File: src/rtl/ab_stim_gen.sv
// ab_stim_gen -- pseudo-random two-bit stimulus generator.
//
// On a start request seen in IDLE the block spends two SETTLE cycles with
// a=b=0, then drives NUM_VEC vectors {a,b} taken from a 16-bit Galois LFSR.
// Each vector is held for a number of cycles. It then pulses done for one
// cycle and returns to IDLE. The LFSR is never reloaded between runs, so
// consecutive runs continue one long sequence. Only reset restarts it from
// SEED.
//
// Optional feature macro: AB_STIM_HOLD_RAND_EN
//   defined   : hold = MIN_HOLD + (lfsr[15:8] % (MAX_HOLD-MIN_HOLD+1)),
//               computed from the LFSR value before it advances
//   undefined : hold = MIN_HOLD for every vector (MAX_HOLD is not used)
//
// Parameters
//   NUM_VEC   vectors per run, 1..255
//   MIN_HOLD  minimum hold cycles, >= 1
//   MAX_HOLD  maximum hold cycles, MIN_HOLD..255
//   SEED      initial LFSR value (0 is replaced by 16'hACE1)
//
// Ports
//   clk        in   rising-edge clock
//   res        in   asynchronous active-high reset
//   start      in   run request, sampled only in IDLE
//   a, b       out  registered stimulus pair
//   busy       out  high in SETTLE, RUN and DONE
//   done       out  one-cycle pulse at the end of a run
//   vec_cnt    out  1-based index of the current vector, 0 when idle
//   state_dbg  out  current FSM state (0 IDLE, 1 SETTLE, 2 RUN, 3 DONE)
//
// Handshake: start is a level request with no ready. A request is accepted
// on any rising edge where the FSM is in IDLE and start=1. busy rises on
// that same edge, and start is ignored until busy has dropped again.
module ab_stim_gen #(
  parameter int          NUM_VEC  = 20,
  parameter int          MIN_HOLD = 1,
  parameter int          MAX_HOLD = 4,
  parameter logic [15:0] SEED     = 16'hACE1
) (
  input  logic       clk,
  input  logic       res,
  input  logic       start,
  output logic       a,
  output logic       b,
  output logic       busy,
  output logic       done,
  output logic [7:0] vec_cnt,
  output logic [1:0] state_dbg
);

  typedef enum logic [1:0] {IDLE, SETTLE, RUN, DONE} state_t;

  localparam logic [15:0] LFSR_INIT  = (SEED == 16'h0000) ? 16'hACE1 : SEED;
  localparam logic [7:0]  LAST_VEC   = 8'(NUM_VEC);

  // Reject configurations outside the supported ranges at elaboration.
  if (NUM_VEC < 1 || NUM_VEC > 255 || MIN_HOLD < 1 ||
      MAX_HOLD < MIN_HOLD || MAX_HOLD > 255) begin : g_bad_cfg
    $error("ab_stim_gen: parameter out of range");
  end

  state_t      state_q, state_d;
  logic        a_q, a_d, b_q, b_d;
  logic        busy_q, busy_d, done_q, done_d;
  logic [7:0]  cnt_q, cnt_d;
  logic [7:0]  hold_q, hold_d;
  logic [15:0] lfsr_q, lfsr_d;
  logic [15:0] lfsr_next;
  logic [7:0]  hold_m1;

  // Galois step: shift right, fold the taps in when a 1 falls out.
  assign lfsr_next = lfsr_q[0] ? ({1'b0, lfsr_q[15:1]} ^ 16'hB400)
                               : {1'b0, lfsr_q[15:1]};

  // Hold counter load value (hold-1), derived from the pre-advance LFSR.
`ifdef AB_STIM_HOLD_RAND_EN
  localparam int HOLD_RANGE = MAX_HOLD - MIN_HOLD + 1;
  logic [7:0] hold_sel;
  assign hold_sel = 8'(MIN_HOLD) + 8'({24'd0, lfsr_q[15:8]} % HOLD_RANGE);
  assign hold_m1  = hold_sel - 8'd1;
`else
  assign hold_m1  = 8'(MIN_HOLD - 1);
`endif

  always_ff @(posedge clk or posedge res) begin
    if (res) begin
      state_q <= IDLE;
      a_q     <= 1'b0;
      b_q     <= 1'b0;
      busy_q  <= 1'b0;
      done_q  <= 1'b0;
      cnt_q   <= 8'd0;
      hold_q  <= 8'd0;
      lfsr_q  <= LFSR_INIT;
    end else begin
      state_q <= state_d;
      a_q     <= a_d;
      b_q     <= b_d;
      busy_q  <= busy_d;
      done_q  <= done_d;
      cnt_q   <= cnt_d;
      hold_q  <= hold_d;
      lfsr_q  <= lfsr_d;
    end
  end

  always_comb begin
    state_d = state_q;
    a_d     = a_q;
    b_d     = b_q;
    busy_d  = busy_q;
    done_d  = 1'b0;
    cnt_d   = cnt_q;
    hold_d  = hold_q;
    lfsr_d  = lfsr_q;
    case (state_q)
      IDLE: begin
        if (start) begin
          state_d = SETTLE;
          busy_d  = 1'b1;
          a_d     = 1'b0;
          b_d     = 1'b0;
          cnt_d   = 8'd0;
          // The hold counter doubles as the settle timer: 1 -> 0 -> leave.
          hold_d  = 8'd1;
        end
      end
      SETTLE: begin
        if (hold_q != 8'd0) begin
          hold_d = hold_q - 8'd1;
        end else begin
          state_d    = RUN;
          {a_d, b_d} = lfsr_q[1:0];
          cnt_d      = 8'd1;
          hold_d     = hold_m1;
          lfsr_d     = lfsr_next;
        end
      end
      RUN: begin
        if (hold_q != 8'd0) begin
          hold_d = hold_q - 8'd1;
        end else if (cnt_q != LAST_VEC) begin
          {a_d, b_d} = lfsr_q[1:0];
          cnt_d      = cnt_q + 8'd1;
          hold_d     = hold_m1;
          lfsr_d     = lfsr_next;
        end else begin
          state_d = DONE;
          a_d     = 1'b0;
          b_d     = 1'b0;
          done_d  = 1'b1;
        end
      end
      DONE: begin
        state_d = IDLE;
        busy_d  = 1'b0;
        cnt_d   = 8'd0;
      end
      default: state_d = IDLE;
    endcase
  end

  assign a         = a_q;
  assign b         = b_q;
  assign busy      = busy_q;
  assign done      = done_q;
  assign vec_cnt   = cnt_q;
  assign state_dbg = state_q;

endmodule

File: config.mk
export PLATFORM = sky130hd
export DESIGN_NAME = ab_stim_gen
export DESIGN_NICKNAME = d
export VERILOG_FILES = /design/src/rtl/ab_stim_gen.sv
export SDC_FILE = /design/constraint.sdc
export NUM_CORES = 1
export LEC_CHECK = 0
export CELL_PAD_IN_SITES_DETAIL_PLACEMENT = 1
export CELL_PAD_IN_SITES_GLOBAL_PLACEMENT = 1
export CORE_UTILIZATION = 31
export DETAILED_ROUTE_END_ITERATION = 6
export PLACE_DENSITY = 0.57
export SYNTH_ARGS = -nofsm -noshare
export SYNTH_HDL_FRONTEND = slang
export SYNTH_SLANG_ARGS = --single-unit
File: constraint.sdc
create_clock -name clk -period 4.9 [get_ports clk]
set_input_delay 0.98 -clock clk [delete_from_list [all_inputs] [get_ports clk]]
set_output_delay 0.98 -clock clk [all_outputs]
set_load 0.005 [all_outputs]
==> out/metrics.cfg, run 1 <==
[global_route]
grt_pass1_vias=1515
track_usage_pct=15.2
antenna_found_initial=0
grt_pass1_wl_um=7620
gr-total-overflow=0
grt_max_degree=23

[die]
fp-row-count=28
start_util_pct=32.6
die_y_um=81.4
dieArea_um2=6620
die_x_um=81.4
io_pins=17
core_area_um2=5990

[yosys]
synth_seq_cells=38
ys.flop_type=dfrtp_1
syn_avg_cell_area_um2=10.7
ys_seq_area_share_pct=49.2
synth_area_um2=1950
netlist_instances=183
syn-num-nets=194
yosys.cell_types.count=41
synth-edff-count=0
ys_async_sr_fraction_pct=100
synth_warnings=0

[clocking]
cts_buffers=5
ctsResizeCount=0
holdBufCountCts=0
cts_tree=yes
clk_latency_ns=0.29
cts_setup_buffers=0
root_buffer=clkbuf_8
clk_path_buf_depth=2
clk_pin_slew_worst_paths_ns=0.08
cts_htree_levels=2
clock_sinks=38

[timing]
fin_crit_sh_pct=58.1
slew_headroom_pct=14.0
tns_ns=0
drv_slew=0
max_freq_ghz=0.351
rsz0062_at_grt=no
hold_ws_ns=0.497
clock_skew_ns=0.00508
finalSetupViolCount=0
period_minus_slack_ns=2.85
hold_viol=0
worst_pin_slew_ns=1.28

[power]
p_total_mw=1.35
powerDensity_nw_per_um2=592
peakVddDrop_mv=0.265
p_leak_nw=1.02

[placement]
numPortBuffers=16
post-dp-hpwl_um=3180
gp_congestion=0.771
dp_cells=268

[final_layout]
fin_cells=276
layout_commonest_cell=dfrtp_1
seq_area_um2=961
final_nets=211
layout_common_cells=dfrtp_1 (30), mux2_2 (17), clkdlybuf4s50_1 (16)
diodes=0
drive_above_1_share_pct=18.9
multi_input_area_um2=913
area_growth_pct=16.9
fill_cells=672
final_util_pct=38.1

[setup_path]
crit_arrival_ns=3.03
worstSetupPathType=in2reg
worst-path-buf-inv=1
crit_family=compound AO/OA/AOI/OAI gates
cp_cell_sequence=clkdlybuf4s50_1, nor2b_1, a311oi_1, o21ai_0, a22o_1
required_ns=5.09
cp-end-kind=flop
start_kind=primary input
cp_slowest_stage_delay_ns=1.01
critPathSlowestCell=a311oi_1
path_max_fanout=10

[detailed_routing]
vias=1486
routed_wirelength_um=4470
final_antenna_net_count=0
drt_pass1_iterations=4
wl_per_cell_um=16.2
drt_iter0_drc=88
post-route-drc-count=0
via_per_inst=5.38

[run]
maxCapViolations=0

[hold_path]
hp-class=reg2reg

[status]
status=completed

## state kept, by name, summed over array words and instances, names as in the netlist
| signal | count |
|---|---|
| busy | 1 |
| a | 1 |
| b | 1 |
| hold_q | 8 |
| done | 1 |
| state_dbg | 2 |
| lfsr_q | 16 |
| vec_cnt | 8 |
## final cells by class
type | count | area share, %
clock buffer | 5 | 3.01
clock inverter | 3 | 1.97
inverter | 9 | 1.48
multi-input combinational | 129 | 40.0
sequential | 38 | 42.1
tap | 75 | 4.11
timing repair buffer | 17 | 7.34
## path summary, 6_finish.rpt
check | from | endpoint | slack (ns) | cells after the start
setup / recovery | start | hold_q[2]$_DFFE_PP0P_ | 2.05 | 5
hold / removal | busy$_DFFE_PP0P_ | busy$_DFFE_PP0P_ | 0.50 | 2
setup reg to reg | hold_q[0]$_DFFE_PP0P_ | lfsr_q[2]$_DFFE_PP0P_ | 2.16 | 7
hold reg to reg | busy$_DFFE_PP0P_ | busy$_DFFE_PP0P_ | 0.50 | 2
max in group asynchronous | res | lfsr_q[5]$_DFFE_PP1P_ | 3.02 | 3
min in group asynchronous | res | hold_q[3]$_DFFE_PP0P_ | 1.08 | 2
## power by group
part / internal (mW) / total (mW) / switching [mW]
sequential: 0.362 / 0.418 / 0.0565
combinational: 0.251 / 0.659 / 0.408
clock: 0.152 / 0.274 / 0.123
total: 0.764 / 1.35 / 0.587
## cells by family after synthesis
| group | share of synthesized area [%] |
|---|---|
| flip-flops | 49.2 |
| multiplexers | 9.80 |
| adder cells (fa/ha/maj) | 5.13 |
| buffers and inverters | 4.04 |
| AND/OR/NAND/NOR | 14.8 |
| XOR/XNOR | 1.35 |
| AO/OA/AOI/OAI | 15.7 |
## metrics by stage
| step | instance area, um2 | setup slack [ns] |
|---|---|---|
| after floorplan | 1950 | 2.48 |
| final | 2280 | 2.05 |
| after CTS | 2280 | 2.10 |
| after global placement | 2170 | 1.85 |
| after detailed placement | 2170 | 1.76 |
| after global routing | 2280 | 1.92 |
## metal layers
metal / routed length (um) / track usage [%] / vias up
met3: 130 / 3.03 / 4
met2: 2170 / 25.2 / 25
met5: 0 / 0 / -
li1: - / - / 697
met4: 36 / 5.36 / 0
met1: 2130 / 19.7 / 760
## cell usage after synthesis (all sizes together) (5+ instances only)
| master | instances | share of area, % |
|---|---|---|
| a31oi | 5 | 1.6 |
| dfrtp | 30 | 38 |
| dfstp | 8 | 11 |
| ha | 8 | 5.1 |
| inv | 9 | 1.7 |
| mux2 | 17 | 9.8 |
| nand2 | 15 | 2.9 |
| nand3 | 7 | 1.8 |
| nor2 | 14 | 3.1 |
| o21ai | 14 | 3.6 |
| o31ai | 6 | 2.3 |
## worst register-to-register path, cell delays in order (launching register included)
cell,delay (ns)
dfrtp_1,0.40
inv_1,0.13
ha_1,0.17
or3b_2,0.49
or2_1,0.25
o21a_1,0.34
nor2_4,0.45
mux2_2,0.39
Note: power is estimated with default switching activity, not from simulation.
==> run 2, diff against run 1 <==
PLACE_DENSITY = 0.59   (was 0.57)
clock period = 2.3 ns   (was 4.9 ns; I/O delays follow)
==> out/metrics.cfg, run 2 (synthesized netlist as in run 1, its figures left out) <==
[status]
status=completed

[timing]
slew_headroom_pct=66.7  ; +53 points
period_minus_slack_ns=2.23
drv_slew=0  ; unchanged
finalSetupViolCount=0  ; unchanged
hold_ws_ns=0.484  ; -0.0133 ns
setup_ws_ns=0.0748  ; -1.98 ns
fin_crit_sh_pct=96.7
max_freq_ghz=0.449
hold_viol=0  ; unchanged
worst_pin_slew_ns=0.500  ; -0.781 ns
clock_skew_ns=0.00626  ; +0.00118 ns

[global_route]
antenna_found_initial=0  ; unchanged
grt_pass1_wl_um=8060  ; +5.7%
grt_max_degree=39  ; +70%
gr-total-overflow=0  ; unchanged
track_usage_pct=16.4  ; +1.2 points
grt_pass1_vias=1649  ; +8.8%

[detailed_routing]
routed_wirelength_um=4890  ; +9.4%
via_per_inst=5.33  ; -1.1%
final_antenna_net_count=0  ; unchanged
wl_per_cell_um=16.7  ; +3.4%
vias=1555  ; +4.6%
drt_iter0_drc=46  ; -48%
post-route-drc-count=0  ; unchanged
drt_pass1_iterations=4  ; unchanged

[setup_path]
crit_arrival_ns=2.41  ; -0.62 ns
r2r-start=hold_q[1]$_DFFE_PP0P_
worst-r2r-cell-count=7  ; unchanged
cp-end-kind=flop
start_kind=flop
worstSetupPathType=reg2reg
rr_endpoint=vec_cnt[2]$_DFFE_PP0P_
r2r_setup_slack_ns=0.07  ; -2.09 ns
crit_start=hold_q[1]$_DFFE_PP0P_
path_max_fanout=8  ; -2
required_ns=2.49  ; -2.60 ns

[hold_path]
min_from=busy$_DFFE_PP0P_
min_path_cells=2  ; unchanged
min_to=busy$_DFFE_PP0P_
hp-class=reg2reg

[placement]
numPortBuffers=16  ; unchanged
gp_congestion=0.821  ; +6.5%
post-dp-hpwl_um=3410  ; +7.3%
dp_cells=283  ; +5.6%
dp_slack_ns=-0.0726  ; -1.84 ns

[final_layout]
largest_reg_flops=16  ; unchanged
layout_common_cells=dfrtp_1 (30), mux2_2 (17), clkdlybuf4s50_1 (16), buf_4 (16), nand2_1 (15)
largest-register=lfsr_q
layout_commonest_cell=dfrtp_1
diodes=0  ; unchanged
fin_cells=292  ; +5.8%
fill_cells=666  ; -0.89%
area_growth_pct=28.2
drive_above_1_share_pct=29.5  ; +11 points
final_nets=227  ; +7.6%

[die]
io_pins=17  ; unchanged
start_util_pct=32.6  ; unchanged
fp-row-count=28  ; unchanged
dieArea_um2=6620  ; unchanged
die_y_um=81.4  ; unchanged
die_x_um=81.4  ; unchanged
core_area_um2=5990  ; unchanged

[power]
peakVddDrop_mv=0.628  ; +140%
powerDensity_nw_per_um2=1360  ; +130%
p_leak_nw=1.15  ; +13%

[clocking]
cts_buffers=5  ; unchanged
clock_sinks=38  ; unchanged
clk_pin_slew_worst_paths_ns=0.08  ; about the same
cts_htree_levels=2  ; unchanged
root_buffer=clkbuf_8
cts_tree=yes
clk_path_buf_depth=2  ; unchanged
holdBufCountCts=0  ; unchanged
clk_latency_ns=0.30  ; about the same

[run]
maxCapViolations=0  ; unchanged

-- run 2: cell count changes in the layout (fill, tap and decap cells not counted), sizes merged --
cell,before,now
clkinv,0,1
clkinvlp,2,0
bufinv,1,2
buf,1,17
-- run 2: power by group --
part	switching, mW	internal [mW]	total [mW]
Sequential	0.0949	0.771	0.866
Combinational	1.03	0.819	1.85
Clock	0.258	0.435	0.693
-- run 2: metal layers --
| layer | part of all wire, % | GRT usage, % | wire (um) |
|---|---|---|---|
| met5 | 0 | 0 | 0 |
| met4 | 1.7 | 6.61 | 85 |
| met3 | 2.4 | 3.82 | 118 |
| met2 | 53 | 29.1 | 2580 |
| met1 | 43 | 18.8 | 2100 |
-- run 2: area by class of cell --
| class | count | area [um2] | share of cell area [%] |
|---|---|---|---|
| multi-input cells | 129 | 977 | 39.0 |
| flip-flops and latches | 38 | 961 | 38.4 |
| repair buffers | 33 | 300 | 12.0 |
| well taps | 75 | 93.8 | 3.75 |
| clock buffers | 5 | 68.8 | 2.75 |
| clock inverters | 3 | 68.8 | 2.75 |
| inverters | 9 | 33.8 | 1.35 |
-- run 2: repair_timing --
action	CTS	global route
pin swaps	0	2
cloned	0	0
resized for setup	3	7
setup buffers	0	1
endpoints found under the setup margin	4	14
-- run 2: per-stage QoR --
step	power (mW)	TNS (ns)	instance area [um2]	utilization [%]
floorplan	2.01	0	1960	-
global placement	2.52	0	2300	38.3
detailed placement	2.63	-0.199	2300	38.3
CTS	3.36	0	2450	40.9
global route	3.63	-0.00190	2500	41.8
finish	3.41	0	2500	41.8
-- run 2: critical path, cell delays in order, from the launching register on --
cell and delay (ns):
dfrtp_1 0.40, inv_2 0.09, ha_1 0.14, or3b_4 0.39
or2_4 0.24, o21a_1 0.22, or2_4 0.31, o41ai_1 0.33
-- run 2: worst max path at each step --
stage / to / slack (ns) / cells past startpoint
after CTS: vec_cnt[4]$_DFFE_PP0P_ / 0.001 / 7
after global routing: lfsr_q[2]$_DFFE_PP0P_ / -0.001 / 8
final: vec_cnt[2]$_DFFE_PP0P_ / 0.07 / 7
after floorplan: lfsr_q[1]$_DFFE_PP0P_ / 0.006 / 7
after global placement: vec_cnt[3]$_DFFE_PP0P_ / 0.05 / 7
after detailed placement: vec_cnt[3]$_DFFE_PP0P_ / -0.07 / 7
==> run 3, diff against run 2 <==
CTS_CLUSTER_DIAMETER = 120   (was not set)
==> results of run 3 <==
The final DEF is identical to that of run 2; final timing and power are the same.
